### src/rtl/clk_div_prog.sv
// Programmable 50%-duty clock divider for any ratio 2..2^WIDTH-1.
// Ratio updates and run/stop requests take effect only at output period boundaries.
module clk_div_prog #(
   parameter int unsigned WIDTH       = 8,
   parameter int unsigned DEFAULT_DIV = 40
) (
   input  logic             clk,
   input  logic             rst_n,
   input  logic             en,
   input  logic [WIDTH-1:0] div,
   input  logic             div_load,
   output logic             clk_out,
   output logic             tick,
   output logic [WIDTH-1:0] div_active,
   output logic             pending,
   output logic             err
);

   localparam logic [WIDTH-1:0] DIV_RST = WIDTH'(DEFAULT_DIV);
   localparam logic [WIDTH-1:0] DIV_MIN = WIDTH'(2);

   // Refuse to elaborate with a reset ratio the counter cannot produce.
   if ((WIDTH < 32'd2) || (DEFAULT_DIV < 32'd2) ||
       (64'(DEFAULT_DIV) > ((64'd1 << WIDTH) - 64'd1))) begin : g_bad_param
      $error("clk_div_prog: DEFAULT_DIV must lie in [2, 2^WIDTH-1]");
   end

   typedef enum logic {
      ST_STOP = 1'b0,
      ST_RUN  = 1'b1
   } state_t;

   state_t           state_q, state_d;
   logic [WIDTH-1:0] cnt_q, cnt_d;
   logic [WIDTH-1:0] div_active_q, div_active_d;
   logic [WIDTH-1:0] div_pend_q, div_pend_d;
   logic             pending_q, pending_d;
   logic             pos_q, pos_d;
   logic             neg_q;
   logic             tick_q, tick_d;
   logic             err_q, err_d;
   logic             boundary_c;
   logic             load_ok_c;
   logic [WIDTH-1:0] half_c;

   // Next-state: period boundary handling, counter advance, load capture.
   always_comb begin
      state_d      = state_q;
      cnt_d        = cnt_q;
      div_active_d = div_active_q;
      div_pend_d   = div_pend_q;
      pending_d    = pending_q;
      err_d        = 1'b0;
      pos_d        = 1'b0;
      tick_d       = 1'b0;
      boundary_c   = (state_q == ST_STOP) || (cnt_q == (div_active_q - WIDTH'(1)));
      load_ok_c    = div_load && (div >= DIV_MIN);
      half_c       = '0;

      if (boundary_c) begin
         if (pending_q) begin
            div_active_d = div_pend_q;
            pending_d    = 1'b0;
         end
         state_d = en ? ST_RUN : ST_STOP;
         if (en) begin
            cnt_d = '0;
         end
      end else begin
         cnt_d = cnt_q + WIDTH'(1);
      end

      // A load landing on a boundary cycle is held for the next boundary.
      if (load_ok_c) begin
         div_pend_d = div;
         pending_d  = 1'b1;
      end
      err_d = div_load && !load_ok_c;

      // floor(N/2) posedge-high cycles; odd ratios get the extra half from neg_q.
      half_c = div_active_d >> 1;
      pos_d  = (state_d == ST_RUN) && (cnt_d < half_c);
      tick_d = (state_d == ST_RUN) && (cnt_d == '0);
   end

   always_ff @(posedge clk or negedge rst_n) begin
      if (!rst_n) begin
         state_q      <= ST_STOP;
         cnt_q        <= '0;
         div_active_q <= DIV_RST;
         div_pend_q   <= DIV_RST;
         pending_q    <= 1'b0;
         pos_q        <= 1'b0;
         tick_q       <= 1'b0;
         err_q        <= 1'b0;
      end else begin
         state_q      <= state_d;
         cnt_q        <= cnt_d;
         div_active_q <= div_active_d;
         div_pend_q   <= div_pend_d;
         pending_q    <= pending_d;
         pos_q        <= pos_d;
         tick_q       <= tick_d;
         err_q        <= err_d;
      end
   end

   // Half-cycle stretch for odd ratios; forced low for even ratios.
   always_ff @(negedge clk or negedge rst_n) begin
      if (!rst_n) begin
         neg_q <= 1'b0;
      end else begin
         neg_q <= pos_q & div_active_q[0];
      end
   end

   assign clk_out    = pos_q | neg_q;
   assign tick       = tick_q;
   assign err        = err_q;
   assign pending    = pending_q;
   assign div_active = div_active_q;

endmodule

### config.mk
export PLATFORM = sky130hd
export DESIGN_NAME = clk_div_prog
export DESIGN_NICKNAME = d
export VERILOG_FILES = /design/src/rtl/clk_div_prog.sv
export SDC_FILE = /design/constraint.sdc
export NUM_CORES = 1
export LEC_CHECK = 0
export ABC_AREA = 0
export CAP_MARGIN = 20
export CORE_MARGIN = 1.5
export CORE_UTILIZATION = 50
export CTS_CLUSTER_DIAMETER = 100
export DETAILED_ROUTE_END_ITERATION = 6
export PLACE_DENSITY = 0.73
export SKIP_LAST_GASP = 1
export SLEW_MARGIN = 20
export SYNTH_ARGS = -nofsm -noshare
export SYNTH_HDL_FRONTEND = slang
export SYNTH_SLANG_ARGS = --single-unit
### constraint.sdc
create_clock -name clk -period 6 [get_ports clk]
set_clock_uncertainty 0.05 [all_clocks]
set_input_delay 1.2 -clock clk [delete_from_list [all_inputs] [get_ports clk]]
set_output_delay 1.2 -clock clk [all_outputs]
set_load 0.05 [all_outputs]
==> results of run 1 <==
-- metal layers --
metal | vias up | part of all wire [%] | track usage (%) | wire [µm]
met5 | - | 0 | 0 | 0
met4 | 0 | 2.8 | 9.31 | 105
met3 | 10 | 3.8 | 4.69 | 142
met2 | 34 | 52 | 35.7 | 1950
met1 | 686 | 42 | 23.8 | 1580
li1 | 691 | - | - | -
-- cell usage after synthesis (3+ instances only) --
master | n | share of area, %
sky130_fd_sc_hd__a21o_1 | 3 | 1.2
sky130_fd_sc_hd__xor2_1 | 6 | 2.8
sky130_fd_sc_hd__inv_1 | 6 | 1.2
sky130_fd_sc_hd__mux2_2 | 6 | 3.5
sky130_fd_sc_hd__mux2_4 | 4 | 3.1
sky130_fd_sc_hd__dfrtp_1 | 25 | 33
sky130_fd_sc_hd__mux2i_1 | 10 | 5.2
sky130_fd_sc_hd__clkbuf_1 | 3 | 0.59
sky130_fd_sc_hd__or2_2 | 3 | 0.98
sky130_fd_sc_hd__xnor2_1 | 9 | 4.1
sky130_fd_sc_hd__and3_1 | 3 | 0.98
sky130_fd_sc_hd__nor2_1 | 4 | 0.79
sky130_fd_sc_hd__o31ai_1 | 3 | 1.2
sky130_fd_sc_hd__and2_1 | 3 | 0.98
sky130_fd_sc_hd__buf_2 | 4 | 1.0
sky130_fd_sc_hd__nand2b_1 | 5 | 1.6
sky130_fd_sc_hd__ha_1 | 8 | 5.2
sky130_fd_sc_hd__a21oi_1 | 4 | 1.0
sky130_fd_sc_hd__nand3_1 | 8 | 2.1
sky130_fd_sc_hd__dfstp_2 | 4 | 5.5
sky130_fd_sc_hd__nand2_1 | 25 | 4.9
sky130_fd_sc_hd__o21ai_0 | 7 | 1.8
-- sequential cells by signal, indices dropped and copies added (netlist names) --
signal      flops
cnt_q           8
div_active      8
div_pend_q      8
err             1
neg_q           1
pending         1
pos_q           1
state_q         1
tick            1
-- cell type report --
type / instances / area, µm² / share of cell area (%)
Inverter: 6 / 22.5 / 1.02
Clock buffer: 7 / 86.3 / 3.90
Multi-Input combinational cell: 140 / 1050 / 47.3
Tap cell: 48 / 60.1 / 2.71
Sequential cell: 30 / 756 / 34.1
Clock inverter: 1 / 5.00 / 0.226
Timing Repair Buffer: 24 / 238 / 10.7
-- logic make-up (layout without fill, tap and decap cells) --
family	count (synthesis)	after routing
adder cells (fa/ha/maj)	8	8
flip-flops	30	30
multiplexers	20	20
buffers and inverters	17	38
AO/OA/AOI/OAI	28	28
XOR/XNOR	15	15
AND/OR/NAND/NOR	69	69
-- power breakdown --
part	internal [mW]	leakage [nW]	switching, mW
sequential	0.274	0.361	0.111
combinational	0.336	0.632	0.392
clock	0.0923	0.0482	0.0747
total	0.702	1.04	0.578
-- cells in the final DEF (no fill, tap or decap), types with 4 or more instances in the layout --
cell type                         Yosys  routed
sky130_fd_sc_hd__dfstp_2              4       4
sky130_fd_sc_hd__inv_1                6       6
sky130_fd_sc_hd__dfrtp_1             25      25
sky130_fd_sc_hd__a21oi_1              4       4
sky130_fd_sc_hd__mux2_2               6       6
sky130_fd_sc_hd__clkbuf_8             0       6
sky130_fd_sc_hd__o21ai_0              7       7
sky130_fd_sc_hd__nor2_1               4       4
sky130_fd_sc_hd__clkdlybuf4s50_1      0      23
sky130_fd_sc_hd__mux2_4               4       4
sky130_fd_sc_hd__nand2_1             25      25
sky130_fd_sc_hd__xnor2_1              9       9
sky130_fd_sc_hd__nand2b_1             5       5
sky130_fd_sc_hd__mux2i_1             10      10
sky130_fd_sc_hd__ha_1                 8       8
sky130_fd_sc_hd__nand3_1              8       8
sky130_fd_sc_hd__xor2_1               6       6
-- worst max path at each step --
stage / startpoint / to / cells past startpoint
6_report: neg_q / clk_out / 2
5_1_grt: neg_q / clk_out / 2
4_1_cts: neg_q / clk_out / 2
3_5_place_dp: neg_q / clk_out / 2
3_3_place_gp: neg_q / clk_out / 2
2_1_floorplan: neg_q / clk_out / 1
==> summary.md, run 1 <==
| Metric | Value |
|---|---|
| RR Endpoint | neg_q |
| Cell area after placement | around 2100 µm² |
| Setup_tns | 0 ns |
| Global-route wire length before repair | between 6 and 7 mm |
| 1st-iter DRT viols | 61 |
| Clock insertion delay at the later pin of the skew report | 0.28 ns |
| Final number of max-transition violations | 0 |
| Filler Cell Count | between 300 and 400 |
| Synthesized Nets | approximately 210 |
| Kind of launch point of the worst setup path | flip-flop |
| Total setup buffers inserted after CTS | 0 |
| Count of vias placed by the detailed router | about 1400 |
| VDD IR-drop max | 0.246 mV |
| Combined area of all synthesized cells | 1910 µm² |
| Cell area after layout | 2220 µm² |
| Residual overflow from global routing | 0 |
| Status | finished clean |
| Worst slack on hold paths | between 0.4 and 0.5 ns |
| Number of enable-type register cells in the synthesized netlist | 0 |
| Final-stage net count | roughly 230 |
| Final Total Pwr | 1.28 mW |
| Crit path arrival time | about 4.6 ns |
| Final setup violating endpoints | 0 |
| Die footprint | roughly 4200 µm² |
| Clock slew at reported path FFs | roughly 0.06 ns |
| Half-perimeter wire length of the detailed placement result | 2.93 mm |
| Clock tree from TritonCTS | yes |
| Max Cap Violations | 0 |
| Remaining design rule violation count | 0 |
| Placeable core region | between 3000 and 4000 µm² |
| Floorplan row count | 22 |
| Count of nets left with antenna violations after detail routing | 0 |
| Number of gates resized after cts | 0 |
| RSZ-0062 raised after global routing | false |
| Reported leakage power | roughly 1.0 nW |
| Required @ worst endpoint | between 4 and 5 ns |
| Total of flip-flops plus latches after synthesis | 30 |
| Ys async rst share | 100% |
| Routed Wire Length | 3.77 mm |
| Max-slew headroom | 66.2% |
| Slowest CP cell | sky130_fd_sc_hd__clkdlybuf4s50_1 |
| Share of layout cells above drive strength 1 | 15.4% |
| Post-detailed-route wirelength per cell | about 15 µm |
| Synthesis-to-layout area growth | 16.1% |
| Average instance area after synthesis | 10.2 µm² |
| Width of the die | 64.8 µm |
| Global routing usage summed across all routing layers | about a fifth |
| Clock root buffer master | sky130_fd_sc_hd__clkbuf_8 |
| Crit end category | output pin |
| Placer Congestion | ~0.77 |
| Gate count of the mapped netlist | around 190 |
| Count of buffers from port buffering | 23 |
| Post-synthesis compound-gate area fraction | roughly 11% |
| Highest cell delay on the worst timing path | 0.70 ns |
| Sink of the worst hold path | div_pend_q[3] |
| Number of global-route vias before repair | around 1500 |
| Synth Area in Simple Gates | between 20% and 30% |
| Clk sinks | 30 |
| Post-Place Cells | roughly 250 |
| Height of the die | 64.8 µm |
| Final count of hold timing violations | 0 |
| Worst slack at placement | about 0.49 ns |
| Post-synthesis cell type count | 50 |
| Proportion of synthesized chip area in sequential cells | between 30% and 40% |
| Largest family of logic cells by synthesized area | simple AND/OR/NAND/NOR gates |
| Maximum buffer depth of the clock tree | 2 |
| Number of buffers added to fix hold violations after cts | 0 |
| Synthesized-area fraction occupied by xor and xnor cells | 6.89% |
| Final instance count without filler cells | between 200 and 300 |
| Number of cells on the worst hold path | 2 |
| Slack of the worst reg-to-reg path | ~2.2 ns |
| Starting density of the core | between 50% and 60% |
| WS Path Type | flip-flop to output pin |
| R2r startpoint | div_active[0] |
| Synth Warn # | 0 |
| Core occupancy in the finished layout | about three fifths |
| Worst r2r path cells | 1 |
| Min-delay worst type | flip-flop to flip-flop |
| Router iterations before antenna repair | 4 |
| Number of buffers inserted during clock tree synthesis | 5 |
| Worst path bufs/invs | 1 |
| Number of antenna violations at the first check in global routing | 0 |
| Worst slew pin tran | 0.505 ns |
| Smallest setup slack after layout | 0.188 ns |
| Level count of the clock H-tree | 2 |
| PwrDens | between 500 and 600 nW/µm² |
| DR vias/cell | roughly 5.6 |
| Ant diodes | 0 |
| Cell chain of the critical path | or2_2, clkdlybuf4s50_1 |
| Pin count of the biggest net entering global routing | 30 |
| Hold Path Origin | div_pend_q[3] |
| Most used flip-flop cell after synthesis | sky130_fd_sc_hd__dfrtp_1 |
| Post-synthesis share of cell area spent on full adders, half adders and majority gates | under 10% |
| Largest fanout of any net on the critical path | 1 |
| Cell family contributing the most delay on the critical path | buffers and inverters |
| Mux contribution to synthesized area | 11.9% |
| Number of primary I/O pins | 24 |
Power figures use the tool's default switching activity.
==> run 2: changes to the inputs <==
--- a/config.mk
+++ b/config.mk
@@ -13,7 +13,7 @@
 export DETAILED_ROUTE_END_ITERATION = 6
 export PLACE_DENSITY = 0.73
 export SKIP_LAST_GASP = 1
-export SLEW_MARGIN = 20
+export SLEW_MARGIN = 10
 export SYNTH_ARGS = -nofsm -noshare
 export SYNTH_HDL_FRONTEND = slang
 export SYNTH_SLANG_ARGS = --single-unit
==> constraint.sdc (replaced) <==
create_clock -name clk -period 6 [get_ports clk]
set_clock_uncertainty 0.05 [all_clocks]
set_input_delay 1.2 -clock clk [delete_from_list [all_inputs] [get_ports clk]]
set_output_delay 1.2 -clock clk [all_outputs]
set_load 0.005 [all_outputs]
==> run 2 against run 1 <==
Compared with the run above:
- worst hold slack better by 0.0022 ns
- global-route usage up 0.72 points
- clock power is essentially flat
- total power shrank 7.6%
- first-iteration DRC count is 11% higher
- critical path depth unchanged
- wire length increased by 2.6%
- largest cell class unchanged
- highest routed layer unchanged
==> summary.md, run 2 (synthesis gave the netlist of run 1 again) <==
| Metric | Value |
|---|---|
| Count of vias placed by the detailed router | 1430 (was 1421) |
| NetSw | 0.479 mW (was 0.578 mW) |
| VDD IR-drop max | 0.228 mV (was 0.246 mV) |
| Clock insertion delay at the later pin of the skew report | 0.29 ns (was 0.28 ns) |
| RSZ-0062 raised after global routing | false (unchanged) |
| Int Power | 0.704 mW (was 0.702 mW) |
| Routed Wire Length | 3.87 mm (was 3.77 mm) |
| Ant diodes | 0 (unchanged) |
| Width of the die | 64.8 µm (unchanged) |
| Number of antenna violations at the first check in global routing | 0 (unchanged) |
| Half-perimeter wire length of the detailed placement result | 2.93 mm (about the same) |
| Share of layout cells above drive strength 1 | 15.4% (unchanged) |
| Pin count of the biggest net entering global routing | 30 (unchanged) |
| Worst slew pin tran | 0.473 ns (was 0.505 ns) |
| Router iterations before antenna repair | 5 (was 4) |
| Worst path bufs/invs | 1 (unchanged) |
| Remaining design rule violation count | 0 (unchanged) |
| Total setup buffers inserted after CTS | 0 (unchanged) |
| PwrDens | 534 nW/µm² (was 578 nW/µm²) |
| Die footprint | 4200 µm² (unchanged) |
| Final setup violating endpoints | 0 (unchanged) |
| Cell family contributing the most delay on the critical path | buffers and inverters (unchanged) |
| Synthesis-to-layout area growth | 16.1% (unchanged) |
| Clock tree from TritonCTS | yes (unchanged) |
| Final number of max-transition violations | 0 (unchanged) |
| DR vias/cell | 5.59 (was 5.55) |
| WS Path Type | flip-flop to output pin (unchanged) |
| Number of primary I/O pins | 24 (unchanged) |
| Level count of the clock H-tree | 2 (unchanged) |
| Required @ worst endpoint | 4.75 ns (about the same) |
| Placer Congestion | 0.778 (was 0.772) |
| Number of buffers added to fix hold violations after cts | 0 (unchanged) |
| Maximum buffer depth of the clock tree | 2 (unchanged) |
| Count of buffers from port buffering | 23 (unchanged) |
| Proportion of power drawn by combinational gates | 53.2% (was 56.9%) |
| Height of the die | 64.8 µm (unchanged) |
| Number of buffers inserted during clock tree synthesis | 5 (unchanged) |
| Count of nets left with antenna violations after detail routing | 0 (unchanged) |
| Placeable core region | 3660 µm² (unchanged) |
| Crit end category | output pin (unchanged) |
| Reported leakage power | 1.04 nW (unchanged) |
| Clk sinks | 30 (unchanged) |
| Post-Place Cells | 248 (unchanged) |
| Global routing usage summed across all routing layers | 21.2% (was 20.5%) |
| 1st-iter DRT viols | 68 (was 61) |
| Most used cells in the layout excluding fill and tap cells | sky130_fd_sc_hd__nand2_1 (25), sky130_fd_sc_hd__dfrtp_1 (25), sky130_fd_sc_hd__clkdlybuf4s50_1 (23) (unchanged) |
| Highest cell delay on the worst timing path | 0.44 ns (was 0.70 ns) |
| Final count of hold timing violations | 0 (unchanged) |
| Final instance count without filler cells | 256 (unchanged) |
| Final-stage net count | 227 (unchanged) |
| Setup_tns | 0 ns (unchanged) |
| Fraction of power consumed by the clock network | 14.3% (was 13.0%) |
| Floorplan row count | 22 (unchanged) |
| Cell chain of the critical path | or2_2, clkdlybuf4s50_1 (unchanged) |
| Clock root buffer master | sky130_fd_sc_hd__clkbuf_8 (unchanged) |
| Number of global-route vias before repair | 1436 (was 1475) |
| Global-route wire length before repair | 6.76 mm (was 6.56 mm) |
| Max Cap Violations | 0 (unchanged) |
| Largest fanout of any net on the critical path | 1 (unchanged) |
| Residual overflow from global routing | 0 (unchanged) |
| Max-slew headroom | 68.5% (was 66.2%) |
| Min-delay worst type | flip-flop to flip-flop (unchanged) |
| Sequential cell fraction of total power | 32.5% (was 30.1%) |
| Status | finished clean (unchanged) |
| Post-detailed-route wirelength per cell | 15.1 µm (was 14.7 µm) |
| Starting density of the core | 52.1% (unchanged) |
| Crit path arrival time | 4.32 ns (was 4.56 ns) |
| Kind of launch point of the worst setup path | flip-flop (unchanged) |
| Number of gates resized after cts | 0 (unchanged) |
| Slowest CP cell | sky130_fd_sc_hd__clkdlybuf4s50_1 (unchanged) |
| Clock slew at reported path FFs | 0.06 ns (about the same) |
| Switching Fraction | 40.5% (was 45.1%) |
run 2: cell counts in the layout (fill, tap and decap cells not counted):
Identical to the previous run, type by type.
run 2: power by group through the flow:
stage          sequential, mW  combinational [mW]  clock [mW]
2_1_floorplan           0.334               0.524           0
3_3_place_gp            0.383               0.598           0
3_5_place_dp            0.388               0.634           0
4_1_cts                 0.384               0.637       0.171
5_1_grt                 0.402               0.699       0.179
6_report                0.384               0.630       0.169
run 2: path summary, 6_finish.rpt:
kind / slack (ns) / cells past startpoint / to / start
max: 0.43 / 2 / clk_out / neg_q
min in group asynchronous: 1.34 / 2 / cnt_q[0] / rst_n
max in group asynchronous: 1.81 / 1 / neg_q / rst_n
min reg2reg: 0.43 / 2 / div_pend_q[5] / div_pend_q[5]
min: 0.43 / 2 / div_pend_q[5] / div_pend_q[5]
max reg2reg: 2.19 / 1 / neg_q / div_active[0]
run 2: worst min-delay path, cell delays in order, from the launching register on:
cell and delay [ns]:
sky130_fd_sc_hd__dfstp_2 0.38, sky130_fd_sc_hd__nand2_1 0.05, sky130_fd_sc_hd__nand2_1 0.05
run 2: metal layers:
layer / up-vias / share of wire (%) / global-route usage, %
li1: 693 / - / -
met1: 694 / 43 / 24.9
met2: 35 / 51 / 36.6
met3: 8 / 3.8 / 5.56
met4: 0 / 2.3 / 8.51
met5: - / 0 / 0
run 2: area by class of cell:
| class | instances | area, µm² |
|---|---|---|
| flip-flops and latches | 30 | 756 |
| clock inverters | 1 | 5.00 |
| inverters | 6 | 22.5 |
| multi-input cells | 140 | 1050 |
| repair buffers | 24 | 238 |
| well taps | 48 | 60.1 |
| fillers | 308 | 1450 |
| clock buffers | 7 | 86.3 |
run 2: stage by stage:
step	setup slack, ns	power, mW	hold WS [ns]	instance area [µm²]	util [%]
floorplan	1.18	0.858	0.395	1910	-
global placement	0.739	0.982	0.410	2120	58.0
detailed placement	0.727	1.02	0.425	2120	58.0
CTS	0.418	1.19	0.435	2220	60.5
global route	0.392	1.28	0.476	2220	60.5
finish	0.434	1.18	0.430	2220	60.5
==> run 3: changes to the inputs <==
--- a/config.mk
+++ b/config.mk
@@ -8,10 +8,10 @@
 export ABC_AREA = 0
 export CAP_MARGIN = 20
 export CORE_MARGIN = 1.5
-export CORE_UTILIZATION = 50
+export CORE_UTILIZATION = 59
 export CTS_CLUSTER_DIAMETER = 100
 export DETAILED_ROUTE_END_ITERATION = 6
-export PLACE_DENSITY = 0.73
+export PLACE_DENSITY = 0.84
 export SKIP_LAST_GASP = 1
 export SLEW_MARGIN = 10
 export SYNTH_ARGS = -nofsm -noshare
==> run 3 against run 2 <==
Compared with the run above:
- non-clock buffer count unchanged
- combinational power down 0.6%
- cell count down 1.6%
- global-route usage up 3.6 points
- critical endpoint unchanged
==> summary.md, run 3 (synthesis gave the netlist of run 1 again) <==
| Metric | Value |
|---|---|
| Status | finished clean (unchanged) |
| Int Power | 0.664 mW (was 0.704 mW) |
| Router iterations before antenna repair | 4 (was 5) |
| RSZ-0062 raised after global routing | false (unchanged) |
| Largest fanout of any net on the critical path | 1 (unchanged) |
| Highest cell delay on the worst timing path | 0.44 ns (about the same) |
| Proportion of power drawn by combinational gates | 55.1% (was 53.2%) |
| Final instance count without filler cells | 252 (was 256) |
| DR vias/cell | 5.80 (was 5.59) |
| Number of antenna violations at the first check in global routing | 0 (unchanged) |
| Filler Cell Count | 247 (was 308) |
| Worst slew pin tran | 0.481 ns (was 0.473 ns) |
| Final count of hold timing violations | 0 (unchanged) |
| Synthesis-to-layout area growth | 14.2% (was 16.1%) |
| Cell area after layout | 2180 µm² (was 2220 µm²) |
| Number of buffers added to fix hold violations after cts | 0 (unchanged) |
| NetSw | 0.472 mW (was 0.479 mW) |
| Die footprint | 3580 µm² (was 4200 µm²) |
| Number of gates resized after cts | 0 (unchanged) |
| Clock root buffer master | sky130_fd_sc_hd__clkbuf_4 (was sky130_fd_sc_hd__clkbuf_8) |
| Placeable core region | 3050 µm² (was 3660 µm²) |
| Slack of the worst reg-to-reg path | 2.16 ns (was 2.19 ns) |
| Register Area | 756 µm² (unchanged) |
| Switching Fraction | 41.5% (was 40.5%) |
| Floorplan row count | 20 (was 22) |
| Final Total Pwr | 1.14 mW (was 1.18 mW) |
| Capture point of the critical path | clk_out (unchanged) |
| Count of nets left with antenna violations after detail routing | 0 (unchanged) |
| Height of the die | 59.9 µm (was 64.8 µm) |
| Post-detailed-route wirelength per cell | 15.0 µm (was 15.1 µm) |
| Starting density of the core | 62.5% (was 52.1%) |
| Number of buffers inserted during clock tree synthesis | 5 (unchanged) |
| Post-Place Cells | 244 (was 248) |
| 1st-iter DRT viols | 61 (was 68) |
| Area occupied by multi-input gates | 1050 µm² (unchanged) |
| Cell chain of the critical path | or2_2, clkdlybuf4s50_1 (unchanged) |
| WS Path Type | flip-flop to output pin (unchanged) |
| Final-stage net count | 227 (unchanged) |
| Maximum buffer depth of the clock tree | 2 (unchanged) |
| Width of the die | 59.9 µm (was 64.8 µm) |
| Number of global-route vias before repair | 1391 (was 1436) |
| R2r startpoint | div_active[0] (unchanged) |
| Level count of the clock H-tree | 2 (unchanged) |
| Final setup violating endpoints | 0 (unchanged) |
| Pin count of the biggest net entering global routing | 30 (unchanged) |
| Reported leakage power | 1.03 nW (was 1.04 nW) |
| Required @ worst endpoint | 4.75 ns (about the same) |
| Sequential cell fraction of total power | 33.8% (was 32.5%) |
| Max-slew headroom | 67.9% (was 68.5%) |
| Max Cap Violations | 0 (unchanged) |
| Core occupancy in the finished layout | 71.4% (was 60.5%) |
| Placer Congestion | 0.799 (was 0.778) |
| Crit path arrival time | 4.35 ns (was 4.32 ns) |
| VDD IR-drop max | 0.218 mV (was 0.228 mV) |
| RR Endpoint | neg_q (unchanged) |
| Worst setup path start | neg_q (unchanged) |
| Slowest CP cell | sky130_fd_sc_hd__clkdlybuf4s50_1 (unchanged) |
| Cell area after placement | 2120 µm² (about the same) |
| Worst r2r path cells | 1 (unchanged) |
| Clock insertion delay at the later pin of the skew report | 0.33 ns (was 0.29 ns) |
| Routed Wire Length | 3.77 mm (was 3.87 mm) |
| Min-delay worst type | flip-flop to flip-flop (unchanged) |
| Ant diodes | 0 (unchanged) |
| Count of vias placed by the detailed router | 1462 (was 1430) |
| Global routing usage summed across all routing layers | 24.8% (was 21.2%) |
| Global-route wire length before repair | 6.53 mm (was 6.76 mm) |
| Clock slew at reported path FFs | 0.09 ns (was 0.06 ns) |
| Clk sinks | 30 (unchanged) |
| Clock tree from TritonCTS | yes (unchanged) |
| Final number of max-transition violations | 0 (unchanged) |
| Number of primary I/O pins | 24 (unchanged) |
| Crit end category | output pin (unchanged) |
| Setup_tns | 0 ns (unchanged) |
| Most used cells in the layout excluding fill and tap cells | sky130_fd_sc_hd__nand2_1 (25), sky130_fd_sc_hd__dfrtp_1 (25), sky130_fd_sc_hd__clkdlybuf4s50_1 (23) (unchanged) |
| Fraction of power consumed by the clock network | 11.2% (was 14.3%) |
| Residual overflow from global routing | 0 (unchanged) |
| PwrDens | 522 nW/µm² (was 534 nW/µm²) |
| Kind of launch point of the worst setup path | flip-flop (unchanged) |
| Share of layout cells above drive strength 1 | 15.4% (unchanged) |
| Remaining design rule violation count | 0 (unchanged) |
| Half-perimeter wire length of the detailed placement result | 2.83 mm (was 2.93 mm) |
| Total setup buffers inserted after CTS | 0 (unchanged) |
| Count of buffers from port buffering | 23 (unchanged) |
==> run 3: cell count changes in the layout (fill, tap and decap cells not counted) <==
cell / before / now
sky130_fd_sc_hd__clkbuf_4: 0 / 5
sky130_fd_sc_hd__clkbuf_8: 6 / 1
==> run 3: worst max-delay path: cells and delay by family (launching register included) <==
family / cells / cell delay [ns]
simple gates: 1 / 0.26
buf+inv: 1 / 0.44
flops: 1 / 0.33
==> run 3: worst min-delay path by stage <==
stage / start / to / slack (ns) / cells after the start
2_1_floorplan: div_pend_q[3] / div_pend_q[3] / 0.39 / 2
3_3_place_gp: div_pend_q[5] / div_pend_q[5] / 0.41 / 2
3_5_place_dp: div_pend_q[5] / div_pend_q[5] / 0.42 / 2
4_1_cts: div_pend_q[5] / div_pend_q[5] / 0.43 / 2
5_1_grt: div_pend_q[5] / div_pend_q[5] / 0.45 / 2
6_report: div_pend_q[5] / div_pend_q[5] / 0.43 / 2
==> run 3: stage by stage <==
step | worst slack (ns) | hold slack (ns)
floorplan | 1.18 | 0.395
global placement | 0.739 | 0.410
detailed placement | 0.742 | 0.417
CTS | 0.386 | 0.432
global route | 0.348 | 0.452
finish | 0.400 | 0.428
==> run 3: layout make-up <==
type | instances | share of cell area [%]
clock inverter | 1 | 0.230
inverter | 6 | 1.03
sequential | 30 | 34.7
multi-input combinational | 140 | 48.1
clock buffer | 7 | 2.53
timing repair buffer | 24 | 10.9
tap | 44 | 2.53
==> run 3: power groups by stage <==
stage	Sequential (mW)	Combinational, mW	Clock (mW)
5_1_grt	0.397	0.702	0.139
6_report	0.384	0.626	0.127
2_1_floorplan	0.334	0.524	0
3_3_place_gp	0.382	0.595	0
3_5_place_dp	0.386	0.624	0
4_1_cts	0.381	0.628	0.130
==> run 3: routing by layer <==
| layer | up-vias | track usage (%) | wire (µm) |
|---|---|---|---|
| li1 | 704 | - | - |
| met1 | 715 | 31.4 | 1650 |
| met2 | 33 | 39.9 | 1900 |
| met3 | 10 | 6.71 | 129 |
| met4 | 0 | 10.5 | 95 |
| met5 | - | 0 | 0 |
